**src/rtl/fast_corner_collector_if.sv**
```systemverilog
// Record stream from the corner collector to memory/DMA.
// Master drives valid/data/last, slave drives ready.
interface fast_corner_collector_if;
  logic        valid;
  logic        ready;
  logic        last;
  logic [32:0] data;

  modport master (
    output valid,
    output data,
    output last,
    input  ready
  );

  modport slave (
    input  valid,
    input  data,
    input  last,
    output ready
  );
endinterface

```
**src/rtl/fast_corner_collector.sv**
```systemverilog
// FAST corner collector: packs corners into a FWFT FIFO, closes each frame with a count marker.
// Optional macro FAST_COLLECT_SCORE_MIN_EN discards corners scoring below SCORE_MIN.
module fast_corner_collector #(
  parameter int         COL_NUM     = 640,
  parameter int         ROW_NUM     = 480,
  parameter int         FIFO_DEPTH  = 64,
  parameter int         MAX_CORNERS = 500,
  parameter logic [12:0] SCORE_MIN  = 13'd0
) (
  input  logic        clk,
  input  logic        rst,
  input  logic        ce,
  input  logic        iscorner,
  input  logic [9:0]  x_coord,
  input  logic [9:0]  y_coord,
  input  logic [12:0] score,
  fast_corner_collector_if.master m,
  output logic [15:0] drop_cnt,
  output logic        frame_done
);

  localparam int AW = $clog2(FIFO_DEPTH);
  localparam int CW = AW + 1;
  localparam logic [9:0]    X_END   = 10'(COL_NUM - 1);
  localparam logic [9:0]    Y_END   = 10'(ROW_NUM - 1);
  localparam logic [12:0]   MAX_C   = 13'(MAX_CORNERS);
  localparam logic [CW-1:0] DEPTH_C = CW'(FIFO_DEPTH);

  typedef enum logic {
    WAIT_SOF,
    COLLECT
  } state_t;

  state_t state, state_nx;

  logic [33:0]   mem [FIFO_DEPTH];
  logic [AW-1:0] wr_ptr, rd_ptr;
  logic [CW-1:0] count;
  logic [12:0]   frame_cnt;

  logic sof, eof, active, score_ok;
  logic cand, room, cap_ok, acc, drop, mark;
  logic wr, rd;
  logic [33:0] wdata;

`ifdef FAST_COLLECT_SCORE_MIN_EN
  assign score_ok = (score >= SCORE_MIN);
`else
  logic unused_score_min;
  assign unused_score_min = &{1'b0, SCORE_MIN};
  assign score_ok = 1'b1;
`endif

  assign sof = ce & (x_coord == 10'd0) & (y_coord == 10'd0);
  assign eof = ce & (x_coord == X_END) & (y_coord == Y_END);

  always_comb begin
    state_nx = state;
    active   = 1'b0;
    unique case (state)
      WAIT_SOF: begin
        if (sof) begin
          active   = 1'b1;
          state_nx = eof ? WAIT_SOF : COLLECT;
        end
      end
      COLLECT: begin
        active = ce;
        if (eof) state_nx = WAIT_SOF;
      end
    endcase
  end

  // one slot always stays free for the end-of-frame marker
  assign room   = (count <= DEPTH_C - CW'(2));
  assign cap_ok = (frame_cnt < MAX_C);
  assign cand   = active & iscorner & ~eof & score_ok;
  assign acc    = cand & room & cap_ok;
  assign drop   = cand & ~(room & cap_ok);

  assign rd   = m.valid & m.ready;
  assign mark = active & eof & ((count != DEPTH_C) | rd);
  assign wr   = acc | mark;

  assign wdata = mark ? {1'b1, 10'h3FF, 10'h3FF, frame_cnt}
                      : {1'b0, y_coord, x_coord, score};

  assign m.valid = (count != '0);
  assign m.data  = m.valid ? mem[rd_ptr][32:0] : '0;
  assign m.last  = m.valid & mem[rd_ptr][33];

  always_ff @(posedge clk) begin
    if (rst) state <= WAIT_SOF;
    else     state <= state_nx;
  end

  always_ff @(posedge clk) begin
    if (wr) mem[wr_ptr] <= wdata;
  end

  always_ff @(posedge clk) begin
    if (rst) begin
      wr_ptr     <= '0;
      rd_ptr     <= '0;
      count      <= '0;
      frame_cnt  <= '0;
      drop_cnt   <= '0;
      frame_done <= 1'b0;
    end else begin
      frame_done <= mark;
      if (wr) wr_ptr <= wr_ptr + AW'(1);
      if (rd) rd_ptr <= rd_ptr + AW'(1);
      unique case ({wr, rd})
        2'b10:   count <= count + CW'(1);
        2'b01:   count <= count - CW'(1);
        default: count <= count;
      endcase
      if (active & eof)  frame_cnt <= '0;
      else if (acc)      frame_cnt <= frame_cnt + 13'd1;
      if (drop && drop_cnt != 16'hFFFF)
        drop_cnt <= drop_cnt + 16'd1;
    end
  end

endmodule

```
**src/flat_wrapper.sv**
```systemverilog
// flat-port wrapper written by rule: the top's interface ports become plain ports
module fast_corner_collector_flat 
#(
  parameter int         COL_NUM     = 640,
  parameter int         ROW_NUM     = 480,
  parameter int         FIFO_DEPTH  = 64,
  parameter int         MAX_CORNERS = 500,
  parameter logic [12:0] SCORE_MIN  = 13'd0
)
  (clk, rst, ce, iscorner, x_coord, y_coord, score, drop_cnt, frame_done, m_valid, m_data, m_last, m_ready);
  fast_corner_collector_if m_i ();
  input  logic clk;
  input  logic rst;
  input  logic ce;
  input  logic iscorner;
  input  logic [9:0] x_coord;
  input  logic [9:0] y_coord;
  input  logic [12:0] score;
  output logic [15:0] drop_cnt;
  output logic frame_done;
  output wire logic [$bits(m_i.valid)-1:0] m_valid;
  output wire logic [$bits(m_i.data)-1:0] m_data;
  output wire logic [$bits(m_i.last)-1:0] m_last;
  input wire logic [$bits(m_i.ready)-1:0] m_ready;
  assign m_valid = m_i.valid;
  assign m_data = m_i.data;
  assign m_last = m_i.last;
  assign m_i.ready = m_ready;
  fast_corner_collector #(.COL_NUM(COL_NUM), .ROW_NUM(ROW_NUM), .FIFO_DEPTH(FIFO_DEPTH), .MAX_CORNERS(MAX_CORNERS), .SCORE_MIN(SCORE_MIN)) u_core (.clk(clk), .rst(rst), .ce(ce), .iscorner(iscorner), .x_coord(x_coord), .y_coord(y_coord), .score(score), .m(m_i), .drop_cnt(drop_cnt), .frame_done(frame_done));
endmodule
```
**config.mk**
```make
export PLATFORM = sky130hd
export DESIGN_NAME = fast_corner_collector_flat
export DESIGN_NICKNAME = d
export VERILOG_FILES = /design/src/rtl/fast_corner_collector_if.sv /design/src/rtl/fast_corner_collector.sv /design/src/flat_wrapper.sv
export SDC_FILE = /design/constraint.sdc
export NUM_CORES = 2
export LEC_CHECK = 0
export BUFFER_PORTS_ARGS = -buffer_cell sky130_fd_sc_hd__buf_4
export CAP_MARGIN = 20
export CORE_MARGIN = 3
export CORE_UTILIZATION = 62
export CTS_CLUSTER_SIZE = 8
export DETAILED_ROUTE_END_ITERATION = 8
export GPL_TIMING_DRIVEN = 0
export PLACE_DENSITY_LB_ADDON = 0.12
export SLEW_MARGIN = 10
export SYNTH_ARGS = -nofsm -noshare
export SYNTH_HDL_FRONTEND = slang
export SYNTH_SLANG_ARGS = --single-unit
export TNS_END_PERCENT = 5
```
**constraint.sdc**
```tcl
create_clock -name clk -period 8.2 [get_ports clk]
set_input_delay 2.46 -clock clk [delete_from_list [all_inputs] [get_ports clk]]
set_output_delay 2.46 -clock clk [all_outputs]
set_load 0.01 [all_outputs]
```
==> summary.md <==
| Metric | Value |
|---|---|
| FF-to-FF Start | `u_core.count[2]$_SDFFE_PP0P_` |
| Logic pwr share | `1.1%` |
| Final instance area | `103,000 sq um` |
| Post-Synthesis Cells | `3,961` |
| Synth Net Count | `4,006` |
| H-tree Lvls | `5` |
| Clock power frac | `48.0%` |
| P_int | `19.8 mW` |
| Post-synth ARST share | `0%` |
| 1st-iter DRT viols | `10,300` |
| Hold_sp | `u_core.frame_cnt[8]$_SDFFE_PP0P_` |
| CTS tree | `yes` |
| R2r worst-path depth | `17` |
| Vias in the first global route | `48,600` |
| Yosys Warn Count | `0` |
| CTS max path bufs | `4` |
| Layout cells sized above 1 | `31.8%` |
| DP Area | `94,000 sq um` |
| RSZ-0062 raised after global routing | `no` |
| Resize count post-CTS | `1` |
| Area Overhead vs Synth | `18.6%` |
| Sw frac | `19.6%` |
| Main synth FF type | `edfxtp_1` |
| Yosys reg bits | `2,232` |
| Final nets | `4,604` |
| Number of library cell types mapped by synthesis | `73` |
| First-pass GRT wire length | `399,000 um` |
| R2r setup slk | `2460 ps` |
| Hold WS | `488 ps` |
| Min-Delay Path Depth | `1` |
| Post-CTS Hold Buffers | `0` |
| Detailed Route WL | `294,000 um` |
| Std-Cell Rows | `136` |
| Via-to-Cell Ratio | `7.64` |
| # IOs | `90` |
| Worst-margin pin slew | `1340 ps` |
| Core Footprint | `138,000 sq um` |
| Commonest non-fill, non-tap cell in the layout | `edfxtp_1` |
| Num CTS Buffers | `328` |
| Req. time, crit path | `5740 ps` |
| Reg clk slew, reported paths | `50 ps` |
| Setup Skew | `61.5 ps` |
| Max-slew violations | `0` |
| Placer congestion estimate | `0.902` |
| Status | `finished with violations` |
| Fill cells | `7,407` |
| Worst setup SP type | `flop` |
| DP Wirelength | `186,000 um` |
| Initial antenna violation count | `14` |
| Final hold vios | `0` |
| DR pass1 iterations | `9` |
| PortBufs | `89` |
| Detailed-route via count | `49,500` |
| Shortest period the worst path allows | `8230 ps` |
| Residual DRC | `0` |
| Final setup fails | `2` |
| Setup_tns | `-43.4 ps` |
| Power Total | `24.6 mW` |
| Worst hold path type | `reg2reg` |
| Synthesized area | `86,600 sq um` |
| Power per cell area | `240 nW/um^2` |
| # clock sinks | `2,232` |
| Switch Pwr | `4.82 mW` |
| Sequential Power Share | `50.9%` |
| ANT nets after route | `0` |
| Relative slew slack | `10.8%` |
| RR Endpoint | `u_core.count[6]$_SDFFE_PP0P_` |
| Total grt overflow | `0` |
| Synthesized area per cell | `21.9 sq um` |
| Crit. End Element | `primary output` |
| Post-synthesis sequential area ratio | `76.7%` |
| Worst vdd ir | `0.220 mV` |
| Tcrit/Tclk final | `100%` |
| Clk Latency, worst-skew pair | `960 ps` |
| CTS Root Cell | `clkbuf_16` |
| Post-synth EDFFs | `2,176` |
| MaxCap Viol Count | `0` |
| Largest net degree at the start of global routing | `65` |
| Commonest cells after routing, fill and taps aside | `edfxtp_1, mux4_2, clkbuf_16` |
| Crit Path Class | `reg2out` |
| Hold Path End | `u_core.frame_cnt[8]$_SDFFE_PP0P_` |
| Postcts setup bufs | `0` |
| Routed wire per std cell | `45.4 um` |
| Failing checks | `setup timing` |
| Die ar. | `144,000 sq um` |
| Starting Density | `62.7%` |
| Die W | `380 um` |
| Pleak | `31.8 nW` |
| Final setup margin | `-29.2 ps` |
| Die height | `380 um` |
| Fmax | `122 MHz` |
| Worst Path Arrival | `5770 ps` |
| Post-Route Utilization | `74.4%` |
| Global Route Usage Sum | `41.1%` |
| Crit Path Max Fanout | `14` |
final cells by class:
cell class                 count  area [sq um]  area share, %
antenna                       13          32.5         0.0317
buffer                       227          1240           1.21
clock buffer                 369          8550           8.33
clock inverter                 5          73.8         0.0719
inverter                      11          41.3         0.0402
multi-input combinational   1491         19400           18.9
sequential                  2232         66500           64.7
tap                         1863          2330           2.27
timing repair buffer         268          4580           4.46
cells by family after synthesis:
| family | Yosys count | share of synthesized area [%] |
|---|---|---|
| muxes | 775 | 16.9 |
| buffers and inverters | 238 | 1.46 |
| and+or+nand+nor | 402 | 2.32 |
| DFF | 2232 | 76.7 |
| AOI/OAI and AO/OA | 288 | 2.27 |
| xor gates and xnor gates | 19 | 0.192 |
| adders and majority gates | 7 | 0.101 |
metal layers:
metal  wire length [um]  global-route usage, %
met2             128000                   58.2
met3              49000                   14.9
met4              21400                   23.9
met5                 76                      0
met1              95200                   55.9
worst max-delay path, stage by stage, from the launching register on:
cell	delay, ps
dfxtp_1	310
buf_2	470
buf_2	380
buf_2	600
clkbuf_1	1040
mux4_2	450
mux2i_1	220
a21oi_1	110
a22oi_1	560
o21ai_1	400
buf_4	260
how the worst max path moves through the flow:
| stage | from | to | slack (ps) | cells past startpoint |
|---|---|---|---|---|
| global placement | x_coord[1] | u_core.mem[37][2]$_DFFE_PP_ | -2200 | 7 |
| global route | flop | m_data[32] | 90 | 10 |
| finish | flop | m_data[8] | -30 | 10 |
| detailed placement | flop | m_data[31] | 990 | 9 |
| CTS | flop | m_data[0] | 350 | 10 |
| floorplan | y_coord[2] | u_core.mem[59][0]$_DFFE_PP_ | 2290 | 7 |
power groups by stage:
stage	sequential [mW]	combinational, mW	clock (mW)
4_1_cts	12.5	0.244	11.8
6_report	12.5	0.260	11.8
3_5_place_dp	12.7	0.243	0
3_3_place_gp	12.8	0.195	0
2_1_floorplan	12.7	0.0925	0
5_1_grt	12.5	0.266	12.3
through the flow:
stage | instances | setup slack, ps
after floorplan | 3961 | 2290
after detailed placement | 6086 | 987
after global routing | 6470 | 86.6
after global placement | 5913 | -2200
after CTS | 6460 | 347
final | 6479 | -29.2
cell usage after synthesis (all sizes together), types with 3 or more instances:
cell type  count  area share [%]
mux2i        176             2.0
edfxtp      2176              75
dfxtp         56             1.3
o211ai        11           0.095
a22oi         50            0.43
o22ai         32            0.23
or2            4           0.029
nor2b         31            0.22
nand4b         4           0.040
inv           11           0.048
a311oi         4           0.040
and2          12           0.087
clkbuf        60            0.27
ha             7            0.10
or4            5           0.048
or3           11           0.079
a31oi          6           0.043
nand3b         3           0.026
xor2          13            0.13
a211oi        24            0.21
nand4         21            0.15
o2bb2ai        3           0.030
o21ai         35            0.20
a211o          3           0.030
a21oi         60            0.35
buf          165             1.1
o21bai         3           0.026
mux4         548              14
and4           3           0.030
a221oi        16            0.16
xnor2          6           0.061
and3           9           0.069
nor3          17           0.098
nor3b          3           0.026
a21o           8           0.069
o221ai         7           0.071
nor2         148            0.64
nand2         60            0.26
nor4           9           0.090
o31ai          7           0.061
nand3         41            0.25
nand2b        17            0.12
a2111o         5           0.065
mux2          51            0.66
registers in the layout, summed over array words and instances, names as in the netlist, named ones only:
name,cells
u_core.frame_cnt,13
u_core.wr_ptr,6
u_core.mem,2176
u_core.drop_cnt,16
u_core.count,7
u_core.frame_done,1
u_core.state,1
u_core.rd_ptr,6
Note: power is estimated with default switching activity, not from simulation.
